$ cat config.mk
export PLATFORM = sky130hd
export DESIGN_NAME = uart_tx_frame
export DESIGN_NICKNAME = d
export VERILOG_FILES = /design/src/rtl/uart_pkg.sv /design/src/rtl/baud_tick_gen.sv /design/src/rtl/uart_tx_frame.sv
export SDC_FILE = /design/constraint.sdc
export NUM_CORES = 1
export LEC_CHECK = 0
export ABC_AREA = 1
export ABC_CLOCK_PERIOD_IN_PS = 5200
export CAP_MARGIN = 20
export CORE_MARGIN = 8
export CORE_UTILIZATION = 30
export DETAILED_ROUTE_END_ITERATION = 16
export PLACE_DENSITY = 0.57
export REMOVE_ABC_BUFFERS = 1
export SYNTH_ARGS = -nofsm -noshare
export SYNTH_HDL_FRONTEND = slang
export SYNTH_SLANG_ARGS = --single-unit
$ cat constraint.sdc
create_clock -name i_clk -period 5.2 [get_ports i_clk]
set_clock_uncertainty 0.1 [all_clocks]
set_input_delay 1.04 -clock i_clk [delete_from_list [all_inputs] [get_ports i_clk]]
set_output_delay 1.04 -clock i_clk [all_outputs]
set_load 0.01 [all_outputs]
$ cat src/rtl/uart_pkg.sv
// Shared definitions for the UART transmit path (and the future receiver).
package uart_pkg;

  typedef enum logic [2:0] {
    StIdle,
    StStart,
    StData,
    StParity,
    StStop
  } uart_state_e;

  localparam int unsigned PARITY_NONE = 0;
  localparam int unsigned PARITY_EVEN = 1;
  localparam int unsigned PARITY_ODD  = 2;

  // Line bits per frame: start + 8 data + optional parity + stop bits.
  function automatic int unsigned frame_bits(input int unsigned parity,
                                             input int unsigned stop_bits);
    return 1 + 8 + ((parity != PARITY_NONE) ? 1 : 0) + stop_bits;
  endfunction

endpackage

$ cat src/rtl/baud_tick_gen.sv
// Baud clock-enable: one-cycle tick every PRESCALER cycles while running.
module baud_tick_gen #(
  parameter int unsigned PRESCALER = 200
) (
  input  logic i_clk,
  input  logic i_rst_n,
  input  logic i_run,
  input  logic i_clear,
  output logic o_tick
);

  localparam int unsigned CNT_W = $clog2(PRESCALER);
  localparam logic [CNT_W-1:0] CNT_LAST = CNT_W'(PRESCALER - 1);

  logic [CNT_W-1:0] r_cnt;
  logic [CNT_W-1:0] w_cnt_next;

  assign o_tick = i_run && (r_cnt == CNT_LAST);

  always_comb begin
    w_cnt_next = r_cnt;
    if (i_clear) begin
      w_cnt_next = '0;
    end else if (i_run) begin
      w_cnt_next = o_tick ? '0 : r_cnt + CNT_W'(1);
    end
  end

  always_ff @(posedge i_clk or negedge i_rst_n) begin
    if (!i_rst_n) begin
      r_cnt <= '0;
    end else begin
      r_cnt <= w_cnt_next;
    end
  end

endmodule

$ cat src/rtl/uart_tx_frame.sv
// Multi-byte UART transmitter: sends the captured word MSB byte first, one
// 8-bit frame per byte, back to back, with optional parity and 1-2 stop bits.
module uart_tx_frame
  import uart_pkg::*;
#(
  parameter int unsigned WORD_BYTES     = 4,
  parameter int unsigned BAUD_PRESCALER = 200,
  parameter int unsigned PARITY         = 0,
  parameter int unsigned STOP_BITS      = 1
) (
  input  logic                               i_clk,
  input  logic                               i_rst_n,
  input  logic [8*WORD_BYTES-1:0]            i_data,
  input  logic [$clog2(WORD_BYTES+1)-1:0]    i_len,
  input  logic                               i_start,
  output logic                               o_busy,
  output logic                               o_done,
  output logic                               o_tx_pin
);

  localparam int unsigned LEN_W  = $clog2(WORD_BYTES + 1);
  localparam int unsigned WORD_W = 8 * WORD_BYTES;

  if (WORD_BYTES < 1 || WORD_BYTES > 16) begin : g_bad_word_bytes
    $error("uart_tx_frame: WORD_BYTES must be 1..16");
  end
  if (BAUD_PRESCALER < 2) begin : g_bad_prescaler
    $error("uart_tx_frame: BAUD_PRESCALER must be >= 2");
  end
  if (PARITY > PARITY_ODD) begin : g_bad_parity
    $error("uart_tx_frame: PARITY must be 0, 1 or 2");
  end
  if (STOP_BITS < 1 || STOP_BITS > 2) begin : g_bad_stop_bits
    $error("uart_tx_frame: STOP_BITS must be 1 or 2");
  end

  uart_state_e        r_state, w_state_next;
  logic [WORD_W-1:0]  r_word, w_word_next;
  logic [LEN_W-1:0]   r_len, w_len_next;
  logic [LEN_W-1:0]   r_byte_cnt, w_byte_cnt_next;
  logic [2:0]         r_bit_idx, w_bit_idx_next;
  logic               r_stop_cnt, w_stop_cnt_next;
  logic               r_tx, w_tx_next;
  logic               r_busy, w_busy_next;
  logic               r_done, w_done_next;

  logic               w_accept;
  logic               w_tick;
  logic [LEN_W-1:0]   w_len_eff;
  logic [7:0]         w_cur_byte;
  logic [2:0]         w_bit_inc;
  logic               w_parity_bit;
  logic               w_last_byte;
  logic               w_last_stop;

  assign w_accept    = i_start && !r_busy;
  // Current byte always sits at the top of the word; it is shifted up per byte.
  assign w_cur_byte  = r_word[WORD_W-1 -: 8];
  assign w_bit_inc   = r_bit_idx + 3'd1;
  assign w_parity_bit = (PARITY == PARITY_ODD) ? ~(^w_cur_byte) : ^w_cur_byte;
  assign w_last_byte = (r_byte_cnt == r_len - LEN_W'(1));
  assign w_last_stop = (r_stop_cnt == 1'(STOP_BITS - 1));

  always_comb begin
    w_len_eff = i_len;
    if (i_len == '0 || i_len > LEN_W'(WORD_BYTES)) begin
      w_len_eff = LEN_W'(WORD_BYTES);
    end
  end

  baud_tick_gen #(
    .PRESCALER(BAUD_PRESCALER)
  ) u_baud_tick_gen (
    .i_clk  (i_clk),
    .i_rst_n(i_rst_n),
    .i_run  (r_busy),
    .i_clear(w_accept),
    .o_tick (w_tick)
  );

  always_comb begin
    w_state_next    = r_state;
    w_word_next     = r_word;
    w_len_next      = r_len;
    w_byte_cnt_next = r_byte_cnt;
    w_bit_idx_next  = r_bit_idx;
    w_stop_cnt_next = r_stop_cnt;
    w_tx_next       = r_tx;
    w_busy_next     = r_busy;
    w_done_next     = 1'b0;

    unique case (r_state)
      StIdle: begin
        w_tx_next = 1'b1;
        if (w_accept) begin
          w_state_next    = StStart;
          w_word_next     = i_data;
          w_len_next      = w_len_eff;
          w_byte_cnt_next = '0;
          w_bit_idx_next  = '0;
          w_stop_cnt_next = 1'b0;
          w_tx_next       = 1'b0;
          w_busy_next     = 1'b1;
        end
      end
      StStart: begin
        if (w_tick) begin
          w_state_next   = StData;
          w_bit_idx_next = '0;
          w_tx_next      = w_cur_byte[0];
        end
      end
      StData: begin
        if (w_tick) begin
          if (r_bit_idx == 3'd7) begin
            if (PARITY != PARITY_NONE) begin
              w_state_next = StParity;
              w_tx_next    = w_parity_bit;
            end else begin
              w_state_next    = StStop;
              w_stop_cnt_next = 1'b0;
              w_tx_next       = 1'b1;
            end
          end else begin
            w_bit_idx_next = w_bit_inc;
            w_tx_next      = w_cur_byte[w_bit_inc];
          end
        end
      end
      StParity: begin
        if (w_tick) begin
          w_state_next    = StStop;
          w_stop_cnt_next = 1'b0;
          w_tx_next       = 1'b1;
        end
      end
      StStop: begin
        if (w_tick) begin
          if (!w_last_stop) begin
            w_stop_cnt_next = 1'b1;
          end else if (w_last_byte) begin
            w_state_next = StIdle;
            w_busy_next  = 1'b0;
            w_done_next  = 1'b1;
            w_tx_next    = 1'b1;
          end else begin
            // Next frame starts immediately: no idle gap between bytes.
            w_state_next    = StStart;
            w_word_next     = r_word << 8;
            w_byte_cnt_next = r_byte_cnt + LEN_W'(1);
            w_stop_cnt_next = 1'b0;
            w_tx_next       = 1'b0;
          end
        end
      end
      default: begin
        w_state_next = StIdle;
        w_tx_next    = 1'b1;
        w_busy_next  = 1'b0;
      end
    endcase
  end

  always_ff @(posedge i_clk or negedge i_rst_n) begin
    if (!i_rst_n) begin
      r_state    <= StIdle;
      r_word     <= '0;
      r_len      <= '0;
      r_byte_cnt <= '0;
      r_bit_idx  <= '0;
      r_stop_cnt <= 1'b0;
      r_tx       <= 1'b1;
      r_busy     <= 1'b0;
      r_done     <= 1'b0;
    end else begin
      r_state    <= w_state_next;
      r_word     <= w_word_next;
      r_len      <= w_len_next;
      r_byte_cnt <= w_byte_cnt_next;
      r_bit_idx  <= w_bit_idx_next;
      r_stop_cnt <= w_stop_cnt_next;
      r_tx       <= w_tx_next;
      r_busy     <= w_busy_next;
      r_done     <= w_done_next;
    end
  end

  assign o_busy   = r_busy;
  assign o_done   = r_done;
  assign o_tx_pin = r_tx;

endmodule

==> reports/qor.txt, run 1 <==
Ys Warns: 0
Detailed Route WL: 6440 µm
register area: 1380 µm²
commonest non-fill, non-tap cell in the layout: nand2_1
Root Driver: clkbuf_8
Lkg Pwr: 1.81 nW
cells along the critical path: clkdlybuf4s50_1 > nand2_1 > inv_1 > nor2_1 > a21oi_4 > nand2_4 > nand2_1 > nand2_1
CP delay by family, top: simple AND/OR/NAND/NOR gates
Placer Congestion: 0.794
via/cell ratio: 4.41
total congestion overflow: 0
crit end category: flip-flop
CTS tree: yes
Gates resized, CTS repair: 0
post-layout min period: 3.00 ns
DRC Markers: 0
Vias: 2529
Sequential Power Share: 59.2%
Starting DRT DRC Count: 101
H-tree depth: 2
DIE HEIGHT: 115 µm
Total GRT Usage: 10.1%
Fmax achieved: 0.333 GHz
post-DP HPWL: 4440 µm
area grow syn2layout: 18.8%
Design Power: 724 µW
RSZ-0062 raised after global routing: false
Logic pwr share: 5.6%
most frequent cells in the layout: nand2_1 (204), dfrtp_1 (54), nand3_1 (43)
P_sw: 161 µW
cells after synthesis: 406
Die W: 115 µm
WL/cell: 11.2 µm
Initial Util: 30.7%
Final Hold Viols: 0
postcts setup bufs: 0
CTS clk-pin slew, worst paths: 0.10 ns
normalized max-slew margin: 41.0%
nets: 483
Max clock buf depth: 2
drt pass-1 iters: 4
average size of a mapped cell: 7.31 µm²
CP arrival: 3.10 ns
cts bufs inserted: 5
Die ar.: 13300 µm²
top_reg_cell synth: dfrtp_1
max incr delay on CP: 0.68 ns
IO Count: 41
cell-internal power: 563 µW
hold buffer count at CTS: 0
Filler Cell Count: 1031
Setup violations, final: 0
WS Path Type: in2reg
core area: 9680 µm²
largest net degree at the start of global routing: 56
Worst Setup Start Kind: input pin
Max Cap Violations: 0
Synth async-reset ratio: 100%
Max Slew Vio Count: 0
EDFF count, synth: 0
initial antenna violation count: 0
largest family of logic cells by synthesized area: simple AND/OR/NAND/NOR gates
clock sinks: 55
WP buf/inv: 2
wire length of the first global-routing pass: 11200 µm
Hold Path Class: reg2reg
final antenna-violating net count: 0
vias in the first global route: 2623
Worst-Margin Slew: 0.882 ns
slowest CP cell: a21oi_4
sequential area share after synthesis: 46.4%
Rows: 36
Synth Register Bits: 55
multi-input logic area: 1400 µm²
pwr/cell area: 205 nW/µm²
Worst EP required: 5.30 ns
switching share of power: 22.3%
fraction of final layout cells sized beyond drive strength 1: 4.55%
Mapped Area: 2970 µm²
Crit Path Max Fanout: 36
Clock Latency Late Sink: 0.31 ns
mux cell area share after synthesis: 0%
Synth Area in XOR/XNOR: 0.885%
Final Cycle Share: 57.7%
Clock power frac: 35.1%
Max VDD drop: 109 µV
post-synthesis simple-gate area fraction: 38.6%
Synth Area in Compound Gates: 4.93%
status: completed
adder-cell share of the synthesized area: 2.53%
Setup TNS Final: 0 ns
crit-path most repeated cell: nand2_1
ant diodes: 0
synth unique cells: 31
port bufs: 40
tightest hold or removal path, delay by kind of cell, from the launching register on:
kind / cells / cell delay [ns]
and+or+nand+nor: 2 / 0.10
DFF: 1 / 0.35
flip-flops by register name (all words and copies together) (netlist names):
signal / count
r_word: 32
u_baud_tick_gen.r_cnt: 8
o_tx_pin: 1
r_state: 3
r_bit_idx: 3
o_busy: 1
r_byte_cnt: 3
o_done: 1
r_len: 3
synth_stat cells, types with 2 or more instances:
| cell | instances | area, µm² |
|---|---|---|
| nand4_1 | 2 | 12.5 |
| nand3_1 | 43 | 215 |
| nand2_1 | 204 | 766 |
| ha_1 | 6 | 75.1 |
| buf_4 | 5 | 37.5 |
| nor2_1 | 19 | 71.3 |
| clkbuf_1 | 2 | 7.51 |
| a21oi_1 | 7 | 35.0 |
| inv_1 | 22 | 82.6 |
| buf_6 | 4 | 45.0 |
| nand3b_1 | 2 | 15.0 |
| o21ai_0 | 10 | 50.1 |
| buf_2 | 4 | 20.0 |
| nand2_2 | 3 | 18.8 |
| dfrtp_1 | 54 | 1350 |
| xor2_1 | 2 | 17.5 |
| o22ai_1 | 3 | 18.8 |
cells by family (layout without fill, tap and decap cells):
logic type,count (synthesis),count (layout)
XOR/XNOR,3,3
flip-flops,55,55
AND/OR/NAND/NOR,279,279
buffers and inverters,38,72
AO/OA/AOI/OAI,25,25
adder cells (fa/ha/maj),6,6
through the flow:
step | setup slack, ns | utilization, % | hold WS [ns] | cells | instance area, µm²
3_5_place_dp | 1.87 | 35.4 | 0.359 | 565 | 3430
3_3_place_gp | 1.92 | 35.4 | 0.354 | 565 | 3430
6_report | 2.20 | 36.4 | 0.380 | 573 | 3530
5_1_grt | 1.94 | 36.4 | 0.403 | 573 | 3530
2_1_floorplan | 2.83 | - | 0.342 | 391 | 2860
4_1_cts | 2.18 | 36.4 | 0.385 | 573 | 3530
worst paths after layout:
kind                                 start          to  slack, ns  cells after the start
worst max-delay path               i_start  r_word[21]       2.20                      8
worst min-delay path             r_word[0]   r_word[0]       0.38                      2
worst max register to register  r_state[0]  r_word[21]       2.23                      7
worst min register to register   r_word[0]   r_word[0]       0.38                      2
max in group asynchronous          i_rst_n  r_word[31]       3.76                      2
min in group asynchronous          i_rst_n    r_len[1]       0.75                      2
power groups by stage:
stage                     Clock [mW]  Sequential [mW]  Combinational, mW
after global routing           0.278            0.429             0.0456
after detailed placement           0            0.437             0.0418
after CTS                      0.262            0.429             0.0421
after floorplan                    0            0.437            0.00353
after global placement             0            0.437             0.0415
final                          0.255            0.429             0.0408
metal layers:
metal	wire length [µm]	global-route usage (%)	up-vias
met5	0	0	-
met4	43	3.15	0
met3	213	1.72	2
met2	3110	17.8	51
met1	3080	12.1	1131
li1	-	-	1345
final cells by class:
type | count | share of cell area, %
clock buffers | 6 | 2.34
clock inverters | 2 | 0.461
inverters | 23 | 2.45
multi-input cells | 313 | 39.6
flip-flops and latches | 55 | 39.1
well taps | 133 | 4.72
repair buffers | 41 | 11.4
No activity file was read; power rests on OpenSTA's default activity.
==> run 2, diff against run 1 <==
--- a/config.mk
+++ b/config.mk
@@ -6,12 +6,12 @@
 export NUM_CORES = 1
 export LEC_CHECK = 0
 export ABC_AREA = 1
-export ABC_CLOCK_PERIOD_IN_PS = 5200
+export ABC_CLOCK_PERIOD_IN_PS = 2650
 export CAP_MARGIN = 20
 export CORE_MARGIN = 8
 export CORE_UTILIZATION = 30
 export DETAILED_ROUTE_END_ITERATION = 16
-export PLACE_DENSITY = 0.57
+export PLACE_DENSITY = 0.59
 export REMOVE_ABC_BUFFERS = 1
 export SYNTH_ARGS = -nofsm -noshare
 export SYNTH_HDL_FRONTEND = slang
==> constraint.sdc (replaced) <==
create_clock -name i_clk -period 2.65 [get_ports i_clk]
set_clock_uncertainty 0.1 [all_clocks]
set_input_delay 0.53 -clock i_clk [delete_from_list [all_inputs] [get_ports i_clk]]
set_output_delay 0.53 -clock i_clk [all_outputs]
set_load 0.01 [all_outputs]
==> reports/qor.txt, run 2 (synthesized netlist as in run 1, its figures left out) <==
WL/cell: 11.2 µm
Crit Path Max Fanout: 12
Worst-Margin Slew: 0.699 ns
Detailed Route WL: 6510 µm
total congestion overflow: 0
worst reg2reg setup slack: 0.68 ns
Lkg Pwr: 1.84 nW
drt pass-1 iters: 4
Hold Path Class: in2async
ant diodes: 0
Reg2Reg Depth: 9
Placed Instances: 571
wire length of the first global-routing pass: 11500 µm
Max VDD drop: 199 µV
commonest non-fill, non-tap cell in the layout: nand2_1
WS Path Type: reg2out
Max Cap Violations: 0
reg2reg start: r_state[0]
cells along the critical path: clkdlybuf4s50_1
IO Count: 41
WP buf/inv: 1
Logic pwr share: 5.7%
normalized max-slew margin: 53.4%
DP Area: 3470 µm²
hold buffer count at CTS: 0
Max clock buf depth: 2
RSZ-0062 raised after global routing: false
Total GRT Usage: 10.5%
RR Endpoint: o_tx_pin
core area: 9680 µm²
Setup violations, final: 0
Setup TNS Final: 0 ns
most frequent cells in the layout: nand2_1 (204), dfrtp_1 (54), nand3_1 (43)
nets: 489
crit end category: output port
vias in the first global route: 2620
Final Cycle Share: 79.9%
Sequential Power Share: 60.3%
Clock power frac: 34.0%
post-layout min period: 2.12 ns
switching share of power: 22.6%
slowest CP cell: clkdlybuf4s50_1
cell-internal power: 1.08 mW
CTS tree: yes
Clock Latency Late Sink: 0.31 ns
cts bufs inserted: 5
Rows: 36
Fmax achieved: 0.472 GHz
Placer Congestion: 0.802
WP depth: 1
Worst Setup Start Kind: flip-flop
largest net degree at the start of global routing: 56
design area: 3560 µm²
Gates resized, CTS repair: 0
P_sw: 315 µW
initial antenna violation count: 0
CP arrival: 1.49 ns
via/cell ratio: 4.52
pwr/cell area: 392 nW/µm²
port bufs: 40
CTS clk-pin slew, worst paths: 0.10 ns
Final Hold Viols: 0
Vias: 2617
Die ar.: 13300 µm²
Max Slew Vio Count: 0
register area: 1380 µm²
post-DP HPWL: 4580 µm
Worst EP required: 2.02 ns
Biggest register: r_word
Die W: 115 µm
DIE HEIGHT: 115 µm
Initial Util: 30.7%
area grow syn2layout: 20.1%
max incr delay on CP: 0.61 ns
Starting DRT DRC Count: 146
top flop regs: r_word (32), u_baud_tick_gen.r_cnt (8)
final hold slack: 0.238 ns
CP delay by family, top: buffers and inverters
status: completed
H-tree depth: 2
max reg flops: 32
multi-input logic area: 1400 µm²
post-route insts no fill: 579
DRC Markers: 0
final antenna-violating net count: 0
fraction of final layout cells sized beyond drive strength 1: 5.83%
postcts setup bufs: 0
clock sinks: 55
Filler Cell Count: 1030
Root Driver: clkbuf_8
[run 2: worst max-delay path by stage]
stage                     from             to
detailed placement     i_start     r_word[19]
finish                  o_busy         o_busy
floorplan           r_state[0]  r_byte_cnt[0]
global route            o_busy         o_busy
CTS                     o_busy         o_busy
global placement       i_start     r_state[0]
[run 2: power by group through the flow]
stage / Clock (mW) / Sequential (mW) / Combinational [mW]
CTS: 0.498 / 0.842 / 0.0821
floorplan: 0 / 0.858 / 0.00693
global route: 0.538 / 0.842 / 0.0883
finish: 0.475 / 0.842 / 0.0796
detailed placement: 0 / 0.858 / 0.0816
global placement: 0 / 0.858 / 0.0816
[run 2: routing by layer]
layer / track usage [%] / vias to the layer above / routed length [µm]
met5: 0 / - / 0
met4: 5.43 / 0 / 151
met3: 1.88 / 11 / 164
met2: 18.1 / 49 / 3090
met1: 12.3 / 1203 / 3100
li1: - / 1354 / -
[run 2: worst register-to-register path, delay by kind of cell (launching register included)]
kind / cells / cell delay, ns
DFF: 1 / 0.47
buffers and inverters: 3 / 0.68
and+or+nand+nor: 5 / 0.56
AOI/OAI and AO/OA: 1 / 0.11
[run 2: cell type report]
cell class	count	share of cell area [%]
clock buffer	5	1.93
sequential	55	38.6
multi-input combinational	313	39.1
timing repair buffer	47	12.6
clock inverter	3	0.632
inverter	23	2.42
tap	133	4.67
[run 2: stage by stage]
step	total power, mW	worst slack (ns)	utilization (%)
4_1_cts	1.42	0.512	36.8
2_1_floorplan	0.865	0.435	-
5_1_grt	1.47	0.458	36.8
3_5_place_dp	0.940	0.490	35.9
6_report	1.40	0.533	36.8
3_3_place_gp	0.940	0.537	35.9
==> run 3, diff against run 2 <==
--- a/config.mk
+++ b/config.mk
@@ -6,7 +6,7 @@
 export NUM_CORES = 1
 export LEC_CHECK = 0
 export ABC_AREA = 1
-export ABC_CLOCK_PERIOD_IN_PS = 2650
+export ABC_CLOCK_PERIOD_IN_PS = 1700
 export CAP_MARGIN = 20
 export CORE_MARGIN = 8
 export CORE_UTILIZATION = 30
==> constraint.sdc (replaced) <==
create_clock -name i_clk -period 1.7 [get_ports i_clk]
set_clock_uncertainty 0.1 [all_clocks]
set_input_delay 0.34 -clock i_clk [delete_from_list [all_inputs] [get_ports i_clk]]
set_output_delay 0.34 -clock i_clk [all_outputs]
set_load 0.01 [all_outputs]
==> reports/qor.txt, run 3 (synthesized netlist as in run 1, its figures left out) <==
normalized max-slew margin: 74.5%
status: finished, violations left
Vias: 2822
Total GRT Usage: 11.7%
Logic pwr share: 6.0%
dpl ws: -0.146 ns
core area: 9680 µm²
Worst EP required: 1.86 ns
WL/cell: 12.4 µm
switching share of power: 22.0%
port bufs: 40
Fmax achieved: 0.559 GHz
Die ar.: 13300 µm²
via/cell ratio: 4.54
DIE HEIGHT: 115 µm
Rows: 36
Max Slew Vio Count: 0
IO Count: 41
CTS tree: yes
CP arrival: 1.95 ns
Crit Path Max Fanout: 6
CTS clk-pin slew, worst paths: 0.11 ns
WP buf/inv: 3
WS Path Type: reg2reg
RSZ-0062 raised after global routing: true
Max VDD drop: 293 µV
final hold slack: 0.357 ns
Worst-Margin Slew: 0.382 ns
WP depth: 13
P_sw: 521 µW
Detailed Route WL: 7720 µm
ant diodes: 0
Root Driver: clkbuf_8
Placer Congestion: 0.812
total congestion overflow: 0
post-DP HPWL: 4950 µm
commonest non-fill, non-tap cell in the layout: nand2_1
most frequent cells in the layout: nand2_1 (155), dfrtp_1 (53), nand2_2 (38)
Clock power frac: 38.6%
top flop regs: r_word (32), u_baud_tick_gen.r_cnt (8)
max incr delay on CP: 0.38 ns
crit end category: flip-flop
Filler Cell Count: 972
Reg2Reg Depth: 13
initial antenna violation count: 0
post-layout min period: 1.79 ns
Max clock buf depth: 2
Hold Path Class: in2async
Clock Latency Late Sink: 0.31 ns
crit-path most repeated cell: nand2_1
Final Hold Viols: 0
Lkg Pwr: 2.12 nW
failing checks: setup timing
drt pass-1 iters: 4
cells along the critical path: inv_2 > ha_4 > inv_2 > nand2_1 > nand2_1 > nor2_2 > nand2_2 > nand2_4 > nand2_4 > nand2_8 > clkbuf_16 > nand2_1 > nand2_1
H-tree depth: 2
max reg flops: 32
Setup violations, final: 38
clock sinks: 55
pwr/cell area: 545 nW/µm²
nets: 531
Sequential Power Share: 55.4%
Final Cycle Share: 105%
post-route insts no fill: 621
Initial Util: 30.7%
DRC Markers: 0
area grow syn2layout: 46.4%
Starting DRT DRC Count: 139
Die W: 115 µm
wire length of the first global-routing pass: 12800 µm
Placed Instances: 592
final worst slack: -0.0900 ns
CP delay by family, top: simple AND/OR/NAND/NOR gates
Worst Setup Start Kind: flip-flop
Max Cap Violations: 0
cell-internal power: 1.85 mW
slowest CP cell: dfrtp_1
final antenna-violating net count: 0
vias in the first global route: 2868
fraction of final layout cells sized beyond drive strength 1: 28.5%
cts bufs inserted: 5
Biggest register: r_word
largest net degree at the start of global routing: 42
## run 3: changes by cell type in the layout (fill, tap and decap cells not counted), sizes merged, moves of 2 or more
| cell | before | now |
|---|---|---|
| dlygate4sd2 | 0 | 2 |
| buf | 8 | 48 |
| clkdlybuf4s50 | 39 | 37 |
| clkinv | 2 | 0 |
## run 3: worst register-to-register path, stage by stage, from the launching register on
cell       delay, ns
dfrtp_1         0.38
inv_2           0.06
ha_4            0.27
inv_2           0.03
nand2_1         0.05
nand2_1         0.06
nor2_2          0.12
nand2_2         0.09
nand2_4         0.08
nand2_4         0.09
nand2_8         0.14
clkbuf_16       0.18
nand2_1         0.05
nand2_1         0.06
## run 3: path summary, 6_finish.rpt
kind                            startpoint  slack (ns)           end
worst min-delay path               i_rst_n        0.36      r_len[0]
max in group asynchronous          i_rst_n        0.58  r_bit_idx[2]
min in group i_clk              r_word[15]        0.39    r_word[15]
worst min register to register  r_word[15]        0.39    r_word[15]
worst max register to register    r_len[0]       -0.09    r_word[20]
worst max-delay path              r_len[0]       -0.09    r_word[20]
## run 3: power groups by stage
stage          registers (mW)  logic, mW  clock network (mW)
2_1_floorplan            1.34     0.0108                   0
3_3_place_gp             1.34      0.142                   0
3_5_place_dp             1.34      0.143                   0
4_1_cts                  1.31      0.146               0.941
5_1_grt                  1.31      0.157               0.991
6_report                 1.31      0.143               0.913
## run 3: through the flow
| stage | area [µm²] | TNS [ns] | power, mW | util (%) |
|---|---|---|---|---|
| after global routing | 4350 | -5.12 | 2.46 | 44.9 |
| after CTS | 4100 | -1.51 | 2.40 | 42.3 |
| final | 4350 | -2.15 | 2.37 | 44.9 |
| after detailed placement | 3680 | -5.09 | 1.48 | 38.0 |
| after floorplan | 2860 | -19.17 | 1.35 | - |
| after global placement | 3680 | -4.60 | 1.48 | 38.0 |
## run 3: final cells by class
| type | count | area (µm²) | area share, % |
|---|---|---|---|
| Clock buffer | 5 | 68.8 | 1.58 |
| Clock inverter | 3 | 46.3 | 1.07 |
| Inverter | 23 | 86.3 | 1.99 |
| Multi-Input combinational cell | 313 | 1710 | 39.2 |
| Sequential cell | 55 | 1380 | 31.7 |
| Tap cell | 133 | 166 | 3.83 |
| Timing Repair Buffer | 89 | 893 | 20.6 |
## run 3: what timing repair did
item | in CTS | in global routing
gates cloned | 4 | 1
pin swaps | 11 | 25
hold buffers | 1 | 0
endpoints found under the hold margin | 13 | 0
resized for setup | 43 | 68
buffers inserted | 15 | 6
setup endpoints to repair | 41 | 43
## run 3: layer usage
layer  routed length [µm]  track usage, %  part of all wire [%]
met2                 3880            20.1                    50
met4                  150            4.82                   1.9
met1                 3420            14.2                    44
met3                  270            2.03                   3.5
met5                    0               0                     0
